==> config.mk <==
export PLATFORM = sky130hd
export DESIGN_NAME = param_alu_core
export DESIGN_NICKNAME = d
export VERILOG_FILES = /design/src/rtl/param_alu_core.sv
export SDC_FILE = /design/constraint.sdc
export NUM_CORES = 1
export LEC_CHECK = 0
export ABC_AREA = 1
export BUFFER_PORTS_ARGS = -buffer_cell sky130_fd_sc_hd__buf_2
export CAP_MARGIN = 20
export CORE_MARGIN = 2
export CORE_UTILIZATION = 60
export CTS_BUF_LIST = sky130_fd_sc_hd__clkbuf_8
export DETAILED_ROUTE_END_ITERATION = 10
export PLACE_DENSITY = 0.86
export SYNTH_ARGS = -nofsm -noshare
export SYNTH_HDL_FRONTEND = slang
export SYNTH_SLANG_ARGS = --single-unit
==> constraint.sdc <==
create_clock -name i_clk -period 3.5 [get_ports i_clk]
set_input_delay 0.175 -clock i_clk [delete_from_list [all_inputs] [get_ports i_clk]]
set_output_delay 0.175 -clock i_clk [all_outputs]
set_load 0.01 [all_outputs]
==> src/rtl/param_alu_core.sv <==
// ---------------------------------------------------------------------------
// param_alu_core
//
// Small memory-based ALU sequencer. After a start pulse it executes PROG_LEN
// instructions stored at addresses 0..PROG_LEN-1 of an external single-port
// memory. Each instruction goes through FETCH, RD1 (operand 1), an optional
// RD2 (operand 2, register form only) and WB (write result back to field A).
// Every phase holds its memory request until the memory acknowledges it.
//
// Instruction word:
//   [DATA_W-1:DATA_W-4]  opcode (bit 3 = immediate form, bits 2:0 = operation)
//   [2*ADDR_W-1:ADDR_W]  field A: operand-1 address and destination
//   [ADDR_W-1:0]         field B: operand-2 address, or zero-extended immediate
//
// Ports:
//   i_clk          clock, everything changes on its rising edge
//   i_rst          synchronous active-high reset
//   i_start        one-cycle request to begin a run (ignored while busy)
//   i_memData      read data, valid when i_memAck is high for a read
//   i_memAck       memory completes the current request this cycle
//   o_memReq       request active
//   o_memWrEnable  1 = write request, 0 = read request
//   o_memAddr      request address
//   o_memData      write data (0 outside of write-back)
//   o_busy         run in progress
//   o_done         one-cycle pulse when a run completes
//   o_flags        {carry, zero} of the last written result
//   o_pc           address of the current instruction
// ---------------------------------------------------------------------------
module param_alu_core #(
  parameter int DATA_W   = 16,
  parameter int ADDR_W   = 6,
  parameter int PROG_LEN = 2**ADDR_W
) (
  input  logic              i_clk,
  input  logic              i_rst,
  input  logic              i_start,
  input  logic [DATA_W-1:0] i_memData,
  input  logic              i_memAck,
  output logic              o_memReq,
  output logic              o_memWrEnable,
  output logic [ADDR_W-1:0] o_memAddr,
  output logic [DATA_W-1:0] o_memData,
  output logic              o_busy,
  output logic              o_done,
  output logic [1:0]        o_flags,
  output logic [ADDR_W-1:0] o_pc
);

  // Refuse to build configurations where the instruction fields cannot fit
  // in a data word or the program does not fit in the address space.
  generate
    if (DATA_W < 4 + 2*ADDR_W) begin : g_badWidth
      $error("param_alu_core: DATA_W must be at least 4+2*ADDR_W");
    end
    if (PROG_LEN < 1 || PROG_LEN > 2**ADDR_W) begin : g_badProgLen
      $error("param_alu_core: PROG_LEN must lie in 1..2**ADDR_W");
    end
  endgenerate

  localparam logic [ADDR_W-1:0] LAST_PC     = ADDR_W'(PROG_LEN - 1);
  localparam logic [DATA_W-1:0] SHIFT_LIMIT = DATA_W'(DATA_W);

  typedef enum logic [2:0] {
    S_IDLE,
    S_FETCH,
    S_RD1,
    S_RD2,
    S_WB
  } state_t;

  state_t            r_state;
  state_t            w_nextState;
  logic [ADDR_W-1:0] r_pc;
  logic [DATA_W-1:0] r_instr;
  logic [DATA_W-1:0] r_op1;
  logic [DATA_W-1:0] r_op2;
  logic [1:0]        r_flags;
  logic              r_done;

  logic [3:0]        w_opcode;
  logic [ADDR_W-1:0] w_fieldA;
  logic [ADDR_W-1:0] w_fieldB;
  logic              w_isImm;
  logic              w_lastInstr;
  logic [DATA_W:0]   w_sum;
  logic [DATA_W:0]   w_diff;
  logic              w_shiftBig;
  logic [DATA_W-1:0] w_result;
  logic              w_carry;

  assign w_opcode    = r_instr[DATA_W-1:DATA_W-4];
  assign w_fieldA    = r_instr[2*ADDR_W-1:ADDR_W];
  assign w_fieldB    = r_instr[ADDR_W-1:0];
  assign w_isImm     = w_opcode[3];
  assign w_lastInstr = (r_pc == LAST_PC);

  // Extra top bit of the sum is the carry-out; for the difference it is set
  // exactly when operand 1 < operand 2 unsigned, i.e. the borrow.
  assign w_sum      = {1'b0, r_op1} + {1'b0, r_op2};
  assign w_diff     = {1'b0, r_op1} - {1'b0, r_op2};
  assign w_shiftBig = (r_op2 >= SHIFT_LIMIT);

  // ALU: operands are captured registers, so the result is stable for the
  // whole write-back phase however long the memory takes to acknowledge.
  always_comb begin
    w_result = '0;
    w_carry  = 1'b0;
    case (w_opcode[2:0])
      3'd0: begin
        w_result = w_sum[DATA_W-1:0];
        w_carry  = w_sum[DATA_W];
      end
      3'd1: begin
        w_result = w_diff[DATA_W-1:0];
        w_carry  = w_diff[DATA_W];
      end
      3'd2: begin
        if (w_shiftBig) begin
          w_result = {DATA_W{r_op1[DATA_W-1]}};
        end else begin
          w_result = $unsigned($signed(r_op1) >>> r_op2);
        end
      end
      3'd3: w_result = w_shiftBig ? '0 : (r_op1 >> r_op2);
      3'd4: w_result = w_shiftBig ? '0 : (r_op1 << r_op2);
      3'd5: w_result = r_op1 & r_op2;
      3'd6: w_result = r_op1 | r_op2;
      3'd7: w_result = r_op1 ^ r_op2;
      default: w_result = '0;
    endcase
  end

  // State register.
  always_ff @(posedge i_clk) begin
    if (i_rst) begin
      r_state <= S_IDLE;
    end else begin
      r_state <= w_nextState;
    end
  end

  // Next-state and memory-interface outputs. Address and write data are
  // derived only from registers that change on an acknowledge, so they hold
  // steady while a request waits.
  always_comb begin
    w_nextState   = r_state;
    o_memReq      = 1'b1;
    o_memWrEnable = 1'b0;
    o_memAddr     = '0;
    o_memData     = '0;
    case (r_state)
      S_IDLE: begin
        o_memReq = 1'b0;
        if (i_start) w_nextState = S_FETCH;
      end
      S_FETCH: begin
        o_memAddr = r_pc;
        if (i_memAck) w_nextState = S_RD1;
      end
      S_RD1: begin
        o_memAddr = w_fieldA;
        if (i_memAck) w_nextState = w_isImm ? S_WB : S_RD2;
      end
      S_RD2: begin
        o_memAddr = w_fieldB;
        if (i_memAck) w_nextState = S_WB;
      end
      S_WB: begin
        o_memWrEnable = 1'b1;
        o_memAddr     = w_fieldA;
        o_memData     = w_result;
        if (i_memAck) w_nextState = w_lastInstr ? S_IDLE : S_FETCH;
      end
      default: begin
        o_memReq    = 1'b0;
        w_nextState = S_IDLE;
      end
    endcase
  end

  // Datapath: capture the instruction and operands on their acknowledges,
  // and on the write-back acknowledge update flags and advance (or wrap) the
  // program counter. The done pulse lands in the first idle cycle.
  always_ff @(posedge i_clk) begin
    if (i_rst) begin
      r_pc    <= '0;
      r_instr <= '0;
      r_op1   <= '0;
      r_op2   <= '0;
      r_flags <= '0;
      r_done  <= 1'b0;
    end else begin
      r_done <= 1'b0;
      case (r_state)
        S_FETCH: begin
          if (i_memAck) r_instr <= i_memData;
        end
        S_RD1: begin
          if (i_memAck) begin
            r_op1 <= i_memData;
            if (w_isImm) r_op2 <= {{(DATA_W-ADDR_W){1'b0}}, w_fieldB};
          end
        end
        S_RD2: begin
          if (i_memAck) r_op2 <= i_memData;
        end
        S_WB: begin
          if (i_memAck) begin
            r_flags <= {w_carry, (w_result == '0)};
            if (w_lastInstr) begin
              r_pc   <= '0;
              r_done <= 1'b1;
            end else begin
              r_pc <= r_pc + ADDR_W'(1);
            end
          end
        end
        default: begin
        end
      endcase
    end
  end

  assign o_busy  = (r_state != S_IDLE);
  assign o_done  = r_done;
  assign o_flags = r_flags;
  assign o_pc    = r_pc;

endmodule

==> flow_summary.yaml, run 1 <==
outcome:
  status: "finished clean"
synth:
  ys_warn_count: 0
  synth_nets: 1285
  ys_types: 48
  synthFlopType: "dfxtp_1"
  synth_edf_count: 0
  syn_area_per_cell_um2: 5.69
  synth-seq-cells: 60
  synth_cells: 1214
  synth_seq_area_share_pct: 17.4
  syn_area_um2: 6910
  postSynth.asyncResetShare_pct: 0
detailed_routing:
  drc: 0
  antenna_left: 0
  drt-initial-drc-count: 1428
  viasPerCell: 6.21
  drt-wirelength-per-cell_um: 19.3
  wl_um: 26900
  vias: 8649
  first_pass_iters: 6
sta:
  min_period_over_period_pct: 92.8
  hold_viol: 0
  relSlewSlack_pct: 34.4
  tns_ns: 0
  slew_violations: 0
  max_clock_freq_ghz: 0.308
  setup_violations: 0
  rsz0062_at_grt: "no"
  period_minus_slack_ns: 3.25
  worstMarginPinSlew_ns: 0.984
  clock-skew-final_ns: 0.0245
finish:
  fin_cells: 1393
  fill_cells: 1110
  multi_input_area_um2: 5000
  antenna_cells: 0
  syn2layout_area_growth_pct: 8.69
  drive_above_1_share_pct: 10.5
  regArea_um2: 1200
  fin_area_um2: 7510
  nNetsFinal: 1316
  postLayoutCoreUtil_pct: 66.3
clocking:
  cts_hold_buf: 0
  postCtsSetupBuffers: 0
  clockRootBuffer: "clkbuf_8"
  numCtsBuffers: 9
  cts_tree: "done"
  cts_buffer_depth: 2
  clk_latency_ns: 0.36
  cts.sinks: 60
  clk_pin_slew_ns: 0.08
  cts_htree_levels: 3
  cts_resized: 0
global_routing:
  grt_overflow: 0
  antenna_found_initial: 0
  grt_usage_pct: 42.9
  grt_max_degree: 42
  grt_pass1_wl_um: 42400
  grt_pass1_vias: 7912
pwr:
  combPwrFrac_pct: 66.5
  ir_drop_v: 0.000480
  switching_share_pct: 55.9
  pwr-share-clk_pct: 14.3
  p_int_mw: 2.18
  total_power_mw: 4.95
  leakagePower_nw: 3.66
  p_sw_mw: 2.76
  pwr_density_cell_nw_per_um2: 659
  seqPwrFrac_pct: 19.1
worst_setup_path:
  cp_common_cell: "nand2_1"
  critPathCaptureType: "output pin"
  path_class: "reg -> out"
  crit_path_start_kind: "register"
  slowest_stage: "fa_1"
  cpPeakStageDelay_ns: 0.45
  required_ns: 3.32
  cp_max_fo: 5
  worstPathCellList: "ha_1, fa_1, nand3_1, o211ai_2, nand2_1, nand2_1, a21boi_1, o21ai_1, nand2_1, nand2_1, nand2_1, nand2_1, nand2_1, nand2_1, nor2_1, buf_2"
  crit_arrival_ns: 3.07
floorplan:
  rows: 39
  core-area_um2: 11300
  die_x_um: 111
  die-area_um2: 12400
  pin_count: 54
  fp.dieH_um: 111
  start_util_pct: 61.0
place:
  placedCellCount: 1376
  dp_hpwl_um: 21100
  place_congestion: 1.13
  portBuffers: 53
  dpl_cell_area_um2: 7280
worst_hold_path:
  hold_path.class: "in -> reg"
job:
  cap_violations: 0
[metrics by stage]
step / setup slack, ns / hold WS, ns
6_report: 0.254 / 0.0946
5_1_grt: 0.0504 / 0.105
4_1_cts: 0.237 / 0.0899
3_5_place_dp: 0.467 / 0.446
3_3_place_gp: 0.555 / 0.434
2_1_floorplan: 0.714 / 0.310
[layout make-up]
| type | instances | share of cell area (%) |
|---|---|---|
| Clock buffer | 9 | 1.65 |
| Clock inverter | 7 | 1.22 |
| Inverter | 135 | 6.80 |
| Multi-Input combinational cell | 968 | 66.6 |
| Sequential cell | 60 | 16.0 |
| Tap cell | 143 | 2.38 |
| Timing Repair Buffer | 71 | 5.33 |
[worst paths after layout]
kind                      start            end  slack, ns  cells past startpoint
hold / removal    i_memData[11]    r_instr[11]       0.09                      3
setup / recovery       r_op1[0]  o_memData[14]       0.25                     16
hold reg to reg      o_flags[1]     o_flags[1]       0.51                      2
setup reg to reg       r_op1[0]     o_flags[0]       0.43                     22
[layout by cell type, fill, tap and decap left out, drive strengths merged, types with 3 or more instances in the layout]
master | synthesis | layout
a211oi | 10 | 10
a21o | 3 | 3
a21oi | 103 | 103
a22oi | 6 | 6
a31oi | 5 | 5
buf | 22 | 70
clkbuf | 29 | 10
clkinv | 3 | 6
dfxtp | 60 | 60
ha | 49 | 49
inv | 132 | 132
nand2 | 331 | 331
nand3 | 172 | 172
nand3b | 3 | 3
nand4 | 17 | 17
nor2 | 115 | 115
nor3 | 29 | 29
o211ai | 6 | 6
o21ai | 90 | 90
o21bai | 4 | 4
o221ai | 4 | 4
o22ai | 5 | 5
xor2 | 4 | 4
[sequential cells by signal, summed over array words and instances, names as in the netlist]
register / flops
r_op2: 16
o_pc: 6
r_instr: 16
o_flags: 2
r_state: 3
o_done: 1
r_op1: 16
[logic make-up (layout without fill, tap and decap cells)]
kind of cell | after synthesis | in the layout | synth area share, %
XOR/XNOR | 4 | 4 | 0.507
AND/OR/NAND/NOR | 671 | 671 | 42.7
buffers and inverters | 186 | 222 | 10.3
adder cells (fa/ha/maj) | 51 | 51 | 9.45
AO/OA/AOI/OAI | 242 | 242 | 19.6
flip-flops | 60 | 60 | 17.4
[Yosys cell counts, drive strengths merged, types with 6 or more instances]
| library cell | instances | area share (%) |
|---|---|---|
| a211oi | 10 | 1.2 |
| a21oi | 103 | 7.6 |
| a22oi | 6 | 0.65 |
| buf | 22 | 1.4 |
| clkbuf | 29 | 1.6 |
| dfxtp | 60 | 17 |
| ha | 49 | 8.9 |
| inv | 132 | 7.2 |
| nand2 | 331 | 18 |
| nand3 | 172 | 13 |
| nand4 | 17 | 1.5 |
| nor2 | 115 | 6.9 |
| nor3 | 29 | 2.3 |
| o211ai | 6 | 0.72 |
| o21ai | 90 | 6.6 |
[power by group through the flow]
stage | registers [mW] | clock network, mW | logic (mW)
6_report | 0.945 | 0.710 | 3.29
5_1_grt | 0.954 | 0.737 | 3.63
4_1_cts | 0.936 | 0.707 | 3.15
3_5_place_dp | 0.950 | 0 | 3.13
3_3_place_gp | 0.945 | 0 | 3.13
2_1_floorplan | 0.893 | 0 | 2.31
[worst max-delay path, delay by kind of cell (launching register included)]
kind	cells	cell delay [ns]
simple gates	10	0.98
fa+ha+maj	2	0.76
compound gates	3	0.49
flops	1	0.33
buf+inv	1	0.15
[per-layer routing]
layer	vias to the layer above	share of wire (%)	global-route usage, %
li1	4104	-	-
met1	3830	40	56.1
met2	615	41	66.2
met3	100	13	10.1
met4	0	6.2	21.7
met5	-	0	0
No activity file was read; power rests on OpenSTA's default activity.
==> run 2: changes to the inputs <==
==> constraint.sdc (replaced) <==
create_clock -name i_clk -period 3.5 [get_ports i_clk]
set_input_delay 0.525 -clock i_clk [delete_from_list [all_inputs] [get_ports i_clk]]
set_output_delay 0.525 -clock i_clk [all_outputs]
set_load 0.01 [all_outputs]
==> flow_summary.yaml, run 2 (same netlist as run 1, synthesis figures left out) <==
outcome:
  status: "finished clean"
finish:
  postLayoutCoreUtil_pct: 68.6
  fill_cells: 1070
  syn2layout_area_growth_pct: 12.4
  multi_input_area_um2: 5110
  antenna_cells: 0
  reg_top3: "r_instr: 16 flops, r_op1: 16 flops, r_op2: 16 flops"
  final_common_cell: "nand2_1"
  final_cell_mix: "325 x nand2_1, 170 x nand3_1, 115 x inv_1, 106 x nor2_1, 98 x a21oi_1"
  nNetsFinal: 1329
  regArea_um2: 1220
  drive_above_1_share_pct: 14.2
place:
  dp_hpwl_um: 20800
  place_congestion: 1.10
  pre_cts_ws_ns: 0.369
  portBuffers: 53
clocking:
  cts_buffer_depth: 2
  cts_htree_levels: 3
  clockRootBuffer: "clkbuf_8"
  numCtsBuffers: 9
  cts.sinks: 60
  clk_pin_slew_ns: 0.06
  cts_tree: "done"
  clk_latency_ns: 0.34
worst_setup_path:
  worstSetupEndpoint: "o_memData[8]"
  crit_arrival_ns: 2.82
  path_depth: 18
  startpoint: "r_op1[0]"
  path_buf_inv: 4
  worstPathCellList: "inv_1, ha_1, fa_2, nor2_2, o21ai_1, nand2_1, nand3_1, nand2_2, a21oi_1, o21ai_0, nand2_1, inv_1, nand2_1, nor2_2, nand3_1, nand2_1, inv_1, buf_2"
  cp_common_cell: "nand2_1"
  crit_path_start_kind: "register"
  rr_worst_depth: 20
  r2r_setup_slack_ns: 0.50
  cp_max_fo: 4
  path_class: "reg -> out"
  cpPeakStageDelay_ns: 0.35
  critPathCaptureType: "output pin"
  cp_top_family: "simple AND/OR/NAND/NOR gates"
  r2r-start: "r_op1[0]"
  required_ns: 2.97
  r2r-end: "o_flags[0]"
  slowest_stage: "fa_2"
sta:
  period_minus_slack_ns: 3.34
  rsz0062_at_grt: "yes"
  slew_violations: 0
  setup_violations: 0
  min_period_over_period_pct: 95.5
  max_clock_freq_ghz: 0.299
  clock-skew-final_ns: 0.00941
  setup_ws_ns: 0.158
  relSlewSlack_pct: 34.4
  hold_viol: 0
  worstMarginPinSlew_ns: 0.983
  hold_ws_ns: 0.460
detailed_routing:
  vias: 8667
  drt-initial-drc-count: 1203
  first_pass_iters: 9
  drt-wirelength-per-cell_um: 19.1
  antenna_left: 0
  viasPerCell: 6.16
  drc: 0
  wl_um: 26800
floorplan:
  fp.dieH_um: 111
  start_util_pct: 61.0
  die_x_um: 111
  rows: 39
  die-area_um2: 12400
  core-area_um2: 11300
  pin_count: 54
pwr:
  leakagePower_nw: 3.75
  pwr_density_cell_nw_per_um2: 660
  ir_drop_v: 0.000597
global_routing:
  grt_usage_pct: 42.3
  grt_pass1_vias: 7908
  grt_pass1_wl_um: 41500
  antenna_found_initial: 0
  grt_overflow: 0
  grt_max_degree: 42
job:
  cap_violations: 0
worst_hold_path:
  hold_path.class: "in -> reg"
## run 2: worst register-to-register path, cell delays in order (launching register included)
cell and delay [ns]:
dfxtp_2 0.34, inv_1 0.08, ha_1 0.23, fa_2 0.35, nor2_2 0.13, o21ai_1 0.08
nand2_1 0.12, nand3_1 0.10, nand2_2 0.10, a21oi_1 0.07, o21ai_0 0.11, nand2_1 0.13
inv_1 0.09, nand2_1 0.06, nor2_2 0.10, nand3_1 0.14, nor2_1 0.13, nand3_1 0.08
nor2_1 0.11, nand3_1 0.22, a21oi_2 0.18
## run 2: where the power goes
part | internal, mW | switching [mW]
sequential | 0.800 | 0.157
combinational | 1.07 | 2.36
clock | 0.457 | 0.271
total | 2.33 | 2.79
## run 2: area by class of cell
type	count	share of cell area, %
timing repair buffer	84	6.62
tap	143	2.30
sequential	60	15.7
clock buffer	12	2.13
clock inverter	4	0.918
multi-input combinational	968	65.8
inverter	135	6.53
## run 2: worst min-delay path by stage
stage            endpoint  depth (start not counted)    startpoint
4_1_cts          r_op1[2]                          3  i_memData[2]
5_1_grt          r_op2[6]                          3  i_memData[6]
6_report       r_instr[5]                          3  i_memData[5]
3_5_place_dp   o_flags[0]                          2    o_flags[0]
2_1_floorplan    r_op2[6]                          2      r_op2[6]
3_3_place_gp   o_flags[0]                          2    o_flags[0]
## run 2: per-layer routing
metal  track usage (%)  part of all wire [%]
met1              54.4                    40
met5                 0                     0
met2              64.9                    43
met3              8.86                    11
met4              26.1                   6.6
## run 2: per-stage QoR
step / TNS (ns) / instance area [µm²] / power [mW] / std cells
CTS: 0 / 7590 / 4.85 / 1402
global placement: 0 / 7350 / 4.10 / 1386
floorplan: 0 / 6910 / 3.21 / 1214
finish: 0 / 7760 / 5.12 / 1406
global route: -0.0377 / 7760 / 5.50 / 1406
detailed placement: 0 / 7350 / 4.11 / 1386
## run 2: timing repair
item                       4_1_cts  5_1_grt
hold buffers                     0        0
pin swaps                        0        4
resized for setup                1       44
buffers inserted                 0        3
setup endpoints to repair        3       16
